--- config.mk ---
export PLATFORM = sky130hd
export DESIGN_NAME = uart_tx_arb
export DESIGN_NICKNAME = d
export VERILOG_FILES = /design/src/rtl/uart_tx_arb_pkg.sv /design/src/rtl/uart_tx_arb_rr_pick3.sv /design/src/rtl/uart_tx_arb.sv
export SDC_FILE = /design/constraint.sdc
export NUM_CORES = 1
export LEC_CHECK = 0
export CORE_MARGIN = 2
export CORE_UTILIZATION = 40
export CTS_CLUSTER_DIAMETER = 100
export DETAILED_ROUTE_END_ITERATION = 8
export PLACE_DENSITY_LB_ADDON = 0.05
export SYNTH_ARGS = -nofsm -noshare
export SYNTH_HDL_FRONTEND = slang
export SYNTH_SLANG_ARGS = --single-unit
--- constraint.sdc ---
create_clock -name clk -period 1.83 [get_ports clk]
set_clock_uncertainty 0.05 [all_clocks]
set_input_delay 0.366 -clock clk [delete_from_list [all_inputs] [get_ports clk]]
set_output_delay 0.366 -clock clk [all_outputs]
set_load 0.02 [all_outputs]
--- src/rtl/uart_tx_arb_pkg.sv ---
// uart_tx_arb_pkg: shared state encoding, requester count and round-robin helper
package uart_tx_arb_pkg;
  typedef enum logic [1:0] {
    IDLE     = 2'b00,
    STROBE   = 2'b01,
    WAITBUSY = 2'b10,
    WAITDONE = 2'b11
  } state_e;
  localparam int NREQ = 3;
  localparam logic [1:0] NO_OWNER = 2'd3;
  function automatic logic [1:0] rr_next(input logic [1:0] i);
    return (i >= 2'd2) ? 2'd0 : i + 2'd1;
  endfunction
endpackage

--- src/rtl/uart_tx_arb_rr_pick3.sv ---
// rr_pick3: three-way round-robin pick, searching upward from one above ptr
module rr_pick3
  import uart_tx_arb_pkg::*;
(
  input  logic [NREQ-1:0] elig,
  input  logic [1:0]      ptr,
  output logic [1:0]      gnt,
  output logic            vld
);
  logic [1:0] c0, c1, c2;
  always_comb begin
    c0 = rr_next(ptr);
    c1 = rr_next(c0);
    c2 = rr_next(c1);
    gnt = elig[c0] ? c0 : elig[c1] ? c1 : c2;
    vld = |elig;
  end
endmodule

--- src/rtl/uart_tx_arb.sv ---
// uart_tx_arb: arbitrates three byte sources onto one UART transmitter,
// locking a multi-byte message to its owner until its last byte is accepted.
module uart_tx_arb
  import uart_tx_arb_pkg::*;
#(
  parameter int BUSY_WAIT = 4
) (
  input  logic            clk,
  input  logic            rst,
  input  logic [NREQ-1:0] req,
  input  logic [7:0]      data0,
  input  logic [7:0]      data1,
  input  logic [7:0]      data2,
  input  logic [NREQ-1:0] last,
  output logic [NREQ-1:0] ack,
  input  logic            txBusy,
  output logic [7:0]      utb_txdata,
  output logic            utb_txdata_rdy,
  output logic [1:0]      owner,
  output logic            active
);
  localparam int CW = BUSY_WAIT > 0 ? $clog2(BUSY_WAIT + 1) : 1;
  localparam logic [CW-1:0] LIMIT = CW'(BUSY_WAIT > 0 ? BUSY_WAIT - 1 : 0);
  localparam logic [CW-1:0] CMAX = '1;
  state_e          state_q, state_d;
  logic [7:0]      data_q, data_d, sel_data;
  logic [1:0]      owner_q, owner_d, ptr_q, ptr_d, gnt;
  logic            active_q, active_d, vld, take, sel_last;
  logic [CW-1:0]   cnt_q, cnt_d;
  logic [NREQ-1:0] elig;
  assign elig = active_q ? (req & (NREQ'(1) << owner_q)) : req;
  rr_pick3 u_rr (
    .elig(elig),
    .ptr (ptr_q),
    .gnt (gnt),
    .vld (vld)
  );
  always_comb begin
    sel_data = gnt == 2'd0 ? data0 : gnt == 2'd1 ? data1 : data2;
    sel_last = last[gnt];
    take = state_q == IDLE && !txBusy && vld;
    // ack is combinational, so it must also be masked while reset is held
    ack = take && rst ? NREQ'(1) << gnt : '0;
    state_d = state_q;
    data_d = data_q;
    owner_d = owner_q;
    active_d = active_q;
    ptr_d = ptr_q;
    cnt_d = cnt_q;
    case (state_q)
      IDLE: begin
        if (take) begin
          data_d = sel_data;
          state_d = STROBE;
          active_d = !sel_last;
          owner_d = sel_last ? NO_OWNER : gnt;
          ptr_d = sel_last ? gnt : ptr_q;
        end
      end
      STROBE: begin
        cnt_d = '0;
        state_d = BUSY_WAIT == 0 ? IDLE : WAITBUSY;
      end
      WAITBUSY: begin
        cnt_d = cnt_q == CMAX ? cnt_q : cnt_q + 1'b1;
        state_d = txBusy ? WAITDONE : cnt_q == LIMIT ? IDLE : WAITBUSY;
      end
      default: state_d = txBusy ? WAITDONE : IDLE;
    endcase
  end
  always_ff @(posedge clk or negedge rst) begin
    if (!rst) begin
      state_q <= IDLE;
      data_q <= 8'h00;
      owner_q <= NO_OWNER;
      active_q <= 1'b0;
      ptr_q <= 2'd2;
      cnt_q <= '0;
    end else begin
      state_q <= state_d;
      data_q <= data_d;
      owner_q <= owner_d;
      active_q <= active_d;
      ptr_q <= ptr_d;
      cnt_q <= cnt_d;
    end
  end
  assign utb_txdata = data_q;
  assign utb_txdata_rdy = state_q == STROBE;
  assign owner = owner_q;
  assign active = active_q;
endmodule

# --- After elaboration in Yosys (flattened, before gate mapping) ---
# Cells that the tools add are included.
totals:
  wordCells: 61
  regBits: 18
  in_bits: 33
  out_inout_bits: 15
op_classes:
  order_cmp: 6
  n_reduce_logical: 12
  bitwise: 1
  n_mux: 23
  n_shift: 2
  addsub: 4
  eq_ne: 7
op_table:
  columns: ["op", "count"]
  rows:
  - ["2-bit two-way mux", 10]
  - ["8-bit two-way mux", 2]
  - ["2-bit by 3-bit < comparator with 1-bit output (second input constant)", 3]
  - ["3-bit two-way mux", 3]
  - ["2-bit by 1-bit adder with 2-bit output (second input constant)", 3]
  - ["1-bit binary-select mux with 2-bit select", 3]
  - ["2-bit greater-or-equal comparator (second input constant)", 3]
  - ["2-bit one-hot mux with 3 select lines", 1]
  - ["3-bit one-hot mux with 2 select lines", 1]
  - ["1-bit by 2-bit << shifter with 3-bit output (first input constant)", 2]
  - ["2-bit by 1-bit equality test with 1-bit output (second input constant)", 2]
  - ["2-bit zero test", 2]
  - ["2-bit != test (second input constant)", 2]
  - ["2-bit AND reduction", 2]
  - ["3-bit by 1-bit adder with 3-bit output (second input constant)", 1]
  - ["3-bit bitwise AND", 1]
  - ["3-bit by 2-bit equality test with 1-bit output (second input constant)", 1]
  - ["3-bit equality test (second input constant)", 1]
  - ["1-bit logical AND", 3]
  - ["1-bit two-way mux", 3]
  - ["3-bit AND reduction", 1]
  - ["3-bit OR reduction", 1]
  - ["2-bit equality test (second input constant)", 1]
  - ["1-bit zero test", 2]
  - ["2-bit nonzero test", 1]

# --- Logic depth before layout (Yosys ltp) ---
# Gate-level depths: netlist of run 1.
depth:
  depth_word: 11
  mapped_depth: 8
  mapped_depth_nobuf: 6

# --- By module ---
# From an unflattened synthesis of run 1, not the netlist that was laid out.
unflattened:
  cells_unflattened: 121
  hier_area_um2: 1153.6
modules_own_cells:
  columns: ["mod", "seq_area_each_um2", "cells_per_inst", "area_per_inst_um2", "n_inst"]
  rows:
  - ["uart_tx_arb", 454.2, 111, 1099.8, 1]
  - ["rr_pick3", 0.0, 10, 53.8, 1]

# --- Worst setup path before layout of run 1 ---
# No wires, ideal clock.
synth_path:
  kind: "register -> output"
  from: "reg owner_q[1], in the netlist owner[1]"
  to: "out ack[0]"
  arrival_ns: 1.806
  t_required_ns: 1.414
  stages_incl_launch_ff: 8
  path_slack_ns: -0.392
  path_buffers: 2
  path_cell_list: "dfstp_2 -> nand2b_1 -> o221ai_2 -> and2_1 -> buf_4 -> buf_4 -> nand2_1 -> nor2_1"
synth_between:
  elab_chain_len: 9
  elab_cells_between_ends: 14
  classes_between: "shift (2); mux (8); bitwise (1); reduce/logical (3)"
synth_lines:
  columns: ["element", "line", "text"]
  rows:
  - ["start, declared", "uart_tx_arb.sv:27", "logic [1:0] owner_q, owner_d, ptr_q, ptr_d, gnt;"]
  - ["start signal, assigned", "uart_tx_arb.sv:82", "owner_q <= owner_d;"]
  - ["1-bit by 2-bit << shifter with 3-bit output (*)", "uart_tx_arb.sv:31", "assign elig = active_q ? (req & (NREQ'(1) << owner_q)) : req;"]
  - ["3-bit bitwise AND (*)", "uart_tx_arb.sv:31", null]
  - ["3-bit two-way mux (*)", "uart_tx_arb.sv:31", null]
  - ["1-bit binary-select mux with 2-bit select", "uart_tx_arb_rr_pick3.sv:15", "gnt = elig[c0] ? c0 : elig[c1] ? c1 : c2;"]
  - ["1-bit two-way mux (implied by the code)", "uart_tx_arb_rr_pick3.sv:15", null]
  - ["2-bit two-way mux (2 in series)", "uart_tx_arb_rr_pick3.sv:15", null]
  - ["1-bit by 2-bit << shifter with 3-bit output", "uart_tx_arb.sv:43", "ack = take && rst ? NREQ'(1) << gnt : '0;"]
  - ["3-bit two-way mux (*)", "uart_tx_arb.sv:43", null]
  - ["end, declared", "uart_tx_arb.sv:15", "output logic [NREQ-1:0] ack,"]
# Every way passes the cells marked *; elsewhere a longest branch is shown, timed or not. The select of a mux whose other input is x is not followed.

# --- Final worst setup path of run 1 ---
layout_path:
  from: "reg owner_q[0], in the netlist owner[0]"
  to: "out ack[0]"
# Same word-level chain as after synthesis.

==> reports/summary.txt, run 1 <==
Flop pwr share: 0.248
CTS sink cnt: 18
CP Depth: 5
Pint: 1730 uW
DR vias/cell: 5.40
Clk Latency, worst-skew pair: 300 ps
NetSw: 1230 uW
PwrDens: 1240 nW/um^2
Post-synth top area share: 0.287
CTS tree: built
Final instance area: 2400 sq um
Number of remaining DRC errors: 0
Worst r2r path cells: 8
Avg Inst Size Synth: 9.07 sq um
Tcrit/Tclk final: 1.22
Die Y: 61.1 um
Hold Path End: utb_txdata[3]
Max clock buf depth: 2
Synth area leaders: dfrtp_1 (29%), dfstp_2 (6.0%), nand2_1 (5.7%), a21boi_0 (5.2%), o21ai_1 (4.6%)
Post-synthesis cell type count: 41
Worst slack at placement: -897 ps
Hold Crit Class: reg2reg
Largest area contributor in the netlist: dfrtp_1
Final worst slack: -409 ps
Final core occ: 0.779
Diode count: 0
Fmax: 447 MHz
Launch point of the worst hold path: utb_txdata[3]
Gr usage total: 0.233
Area of the multi-input gates: 998 sq um
Pins Over Slew Limit: 0
# rows: 20
Relative slew slack: 0.797
Total of max-cap violations: 0
Final setup violation count: 17
I/O pin count: 48
Hold slack: 448 ps
Share of layout cells above drive strength 1: 0.386
GP Congestion: 0.889
CP peak stage delay: 650 ps
First-pass DRT Iterations: 4
CP endpoint kind: primary output
Synth warn: 0
WP buf/inv: 1
Clk network pwr share: 0.084
Outcome: finished with violations
Type of origin of the critical path: flip-flop
Largest net degree at the start of global routing: 19
Worst-path clk slew: 110 ps
Buffers on Ports: 47
Worst Hold Depth: 2
Vias: 1495
CP arrival: 1820 ps
Seq cells post-synth: 18
Vias in the first global route: 1464
Die Area: 3740 sq um
Fill cell count: 215
Final hold violation count: 0
DP Wirelength: 3150 um
Antenna violations before repair: 0
Post-Synthesis Cell Area: 1310 sq um
Logic pwr share: 0.668
Total power: 2960 uW
Leakage: 0.000993 uW
Slowest cell on crit path: dfstp_2
Violated checks: setup timing
1st-iter DRT viols: 47
Drt wl/cell: 16.1 um
Register Area: 454 sq um
Layout Nets: 270
Syn Nets: 180
FF-to-FF End: active
Global route overflow: 0
R2R Path Start: owner[0]
R2R Setup Slk: -290 ps
Area Growth Syn to Fin: 83.6%
Placed cell areas: 2080 sq um
Switching share of power: 0.416
DIE WIDTH: 61.1 um
Post-layout minimum cycle time: 2240 ps
VDD IR max: 0.650 mV
Synthesized instance count: 144
Clock buffer count from CTS: 3
Initial Util: 0.424
Crit path kind: reg2out
ANT nets after route: 0
Worst Path Required: 1410 ps
Crit-path cells: nand2b_4, a21oi_4, o32a_4, nor2_4, buf_6
First-pass GRT wire length: 6550 um
Sequential area share after synthesis: 0.348
CP Max Fanout: 6
Slew @ Worst Pin: 304 ps
H-Tree Depth: 1
Clk root buf: clkbuf_4
RSZ-0062 raised after global routing: true
Top delay family on crit path: flip-flops
WL final: 4450 um
Core Area: 3080 sq um
-- worst reg2reg max path, delay by kind of cell (launching register included) --
kind,cells,cell delay [ps]
compound gates,2,300
mux,1,200
flops,1,650
buf+inv,3,410
simple gates,2,410
-- through the flow --
stage,cells,setup TNS (ps)
global placement,259,-7710
finish,277,-3670
floorplan,144,-636
CTS,271,-1910
global route,277,-4700
detailed placement,259,-8560
-- cells by family (layout without fill, tap and decap cells) --
kind of cell    count (synthesis)  in the layout  share of synthesized area
compound gates                 63             63                      0.376
simple gates                   45             45                      0.164
flops                          18             18                      0.348
buf+inv                        11            100                     0.0527
mux                             4              4                     0.0307
fa+ha+maj                       3              3                     0.0287
-- synthesized netlist by cell type, drive strengths merged --
cell type  count
o21a           1
a41oi          1
nor2b          4
o221ai         2
a21boi         9
a31oi          3
o22ai          1
nand3b         1
nor4           1
buf            6
nand2         20
o32a           2
nand2b         3
inv            5
ha             3
nor3           3
nor2           9
o2111ai        2
or2            1
dfrtp         15
o32ai          2
o21ba          3
o21ai         22
mux2i          4
a211oi         8
dfstp          3
o21bai         1
and2           2
a311oi         1
a21o           1
a21oi          4
nand3          1
-- power by group through the flow --
stage          Clock, uW  Combinational (uW)  Sequential, uW
2_1_floorplan          0                 766             844
3_3_place_gp           0                1510             718
3_5_place_dp           0                1550             725
4_1_cts              256                1770             724
5_1_grt              279                2110             751
6_report             250                1980             734
-- layer usage --
layer,up-vias,share of wire,global-route usage,routed length (um)
li1,710,-,-,-
met1,727,0.41,0.289,1820
met2,50,0.52,0.421,2320
met3,8,0.054,0.0525,239
met4,0,0.015,0.0342,66
met5,-,0,0,0
-- final cells by class --
| class | instances | area share |
|---|---|---|
| multi-input combinational | 115 | 0.416 |
| inverter | 5 | 0.00782 |
| clock buffer | 4 | 0.0151 |
| sequential | 18 | 0.189 |
| timing repair buffer | 91 | 0.348 |
| tap | 44 | 0.0230 |
-- placed cells by master (no fill, tap or decap), types with 3 or more instances in the layout --
master	instances
a211oi_2	8
a21boi_0	7
a21oi_1	3
buf_4	36
buf_6	9
clkbuf_4	3
clkdlybuf4s50_1	37
dfrtp_1	15
dfstp_2	3
dlygate4sd2_1	3
ha_1	3
inv_1	5
mux2i_4	3
nand2_1	18
nor2_1	6
nor2_4	3
nor2b_1	3
nor3_1	3
o21ai_0	9
o21ai_1	13
-- state kept, by name, summed over array words and instances, names as in the netlist --
register and count:
active 1, cnt_q 3, owner 2, ptr_q 2, state_q 2, utb_txdata 8
-- worst max-delay path by stage --
stage	slack, ps	endpoint	from
after floorplan	-190	ack[0]	owner[0]
after global placement	-830	ack[2]	req[0]
after detailed placement	-900	ack[2]	req[0]
after CTS	-380	ack[0]	owner[1]
after global routing	-480	ack[0]	owner[1]
final	-410	ack[0]	owner[0]
-- repair_timing --
action,in CTS,in global routing
buffers inserted,8,6
resized for setup,50,17
endpoints found under the setup margin,20,19
pin swaps,13,6
hold buffers,0,0
No activity file was read; power rests on OpenSTA's default activity.
==> run 2, diff against run 1 <==
--- a/config.mk
+++ b/config.mk
@@ -10,6 +10,7 @@
 export CTS_CLUSTER_DIAMETER = 100
 export DETAILED_ROUTE_END_ITERATION = 8
 export PLACE_DENSITY_LB_ADDON = 0.05
+export SLEW_MARGIN = 20
 export SYNTH_ARGS = -nofsm -noshare
 export SYNTH_HDL_FRONTEND = slang
 export SYNTH_SLANG_ARGS = --single-unit
==> results of run 2 <==
The final DEF is identical to that of run 1; final timing and power are the same.
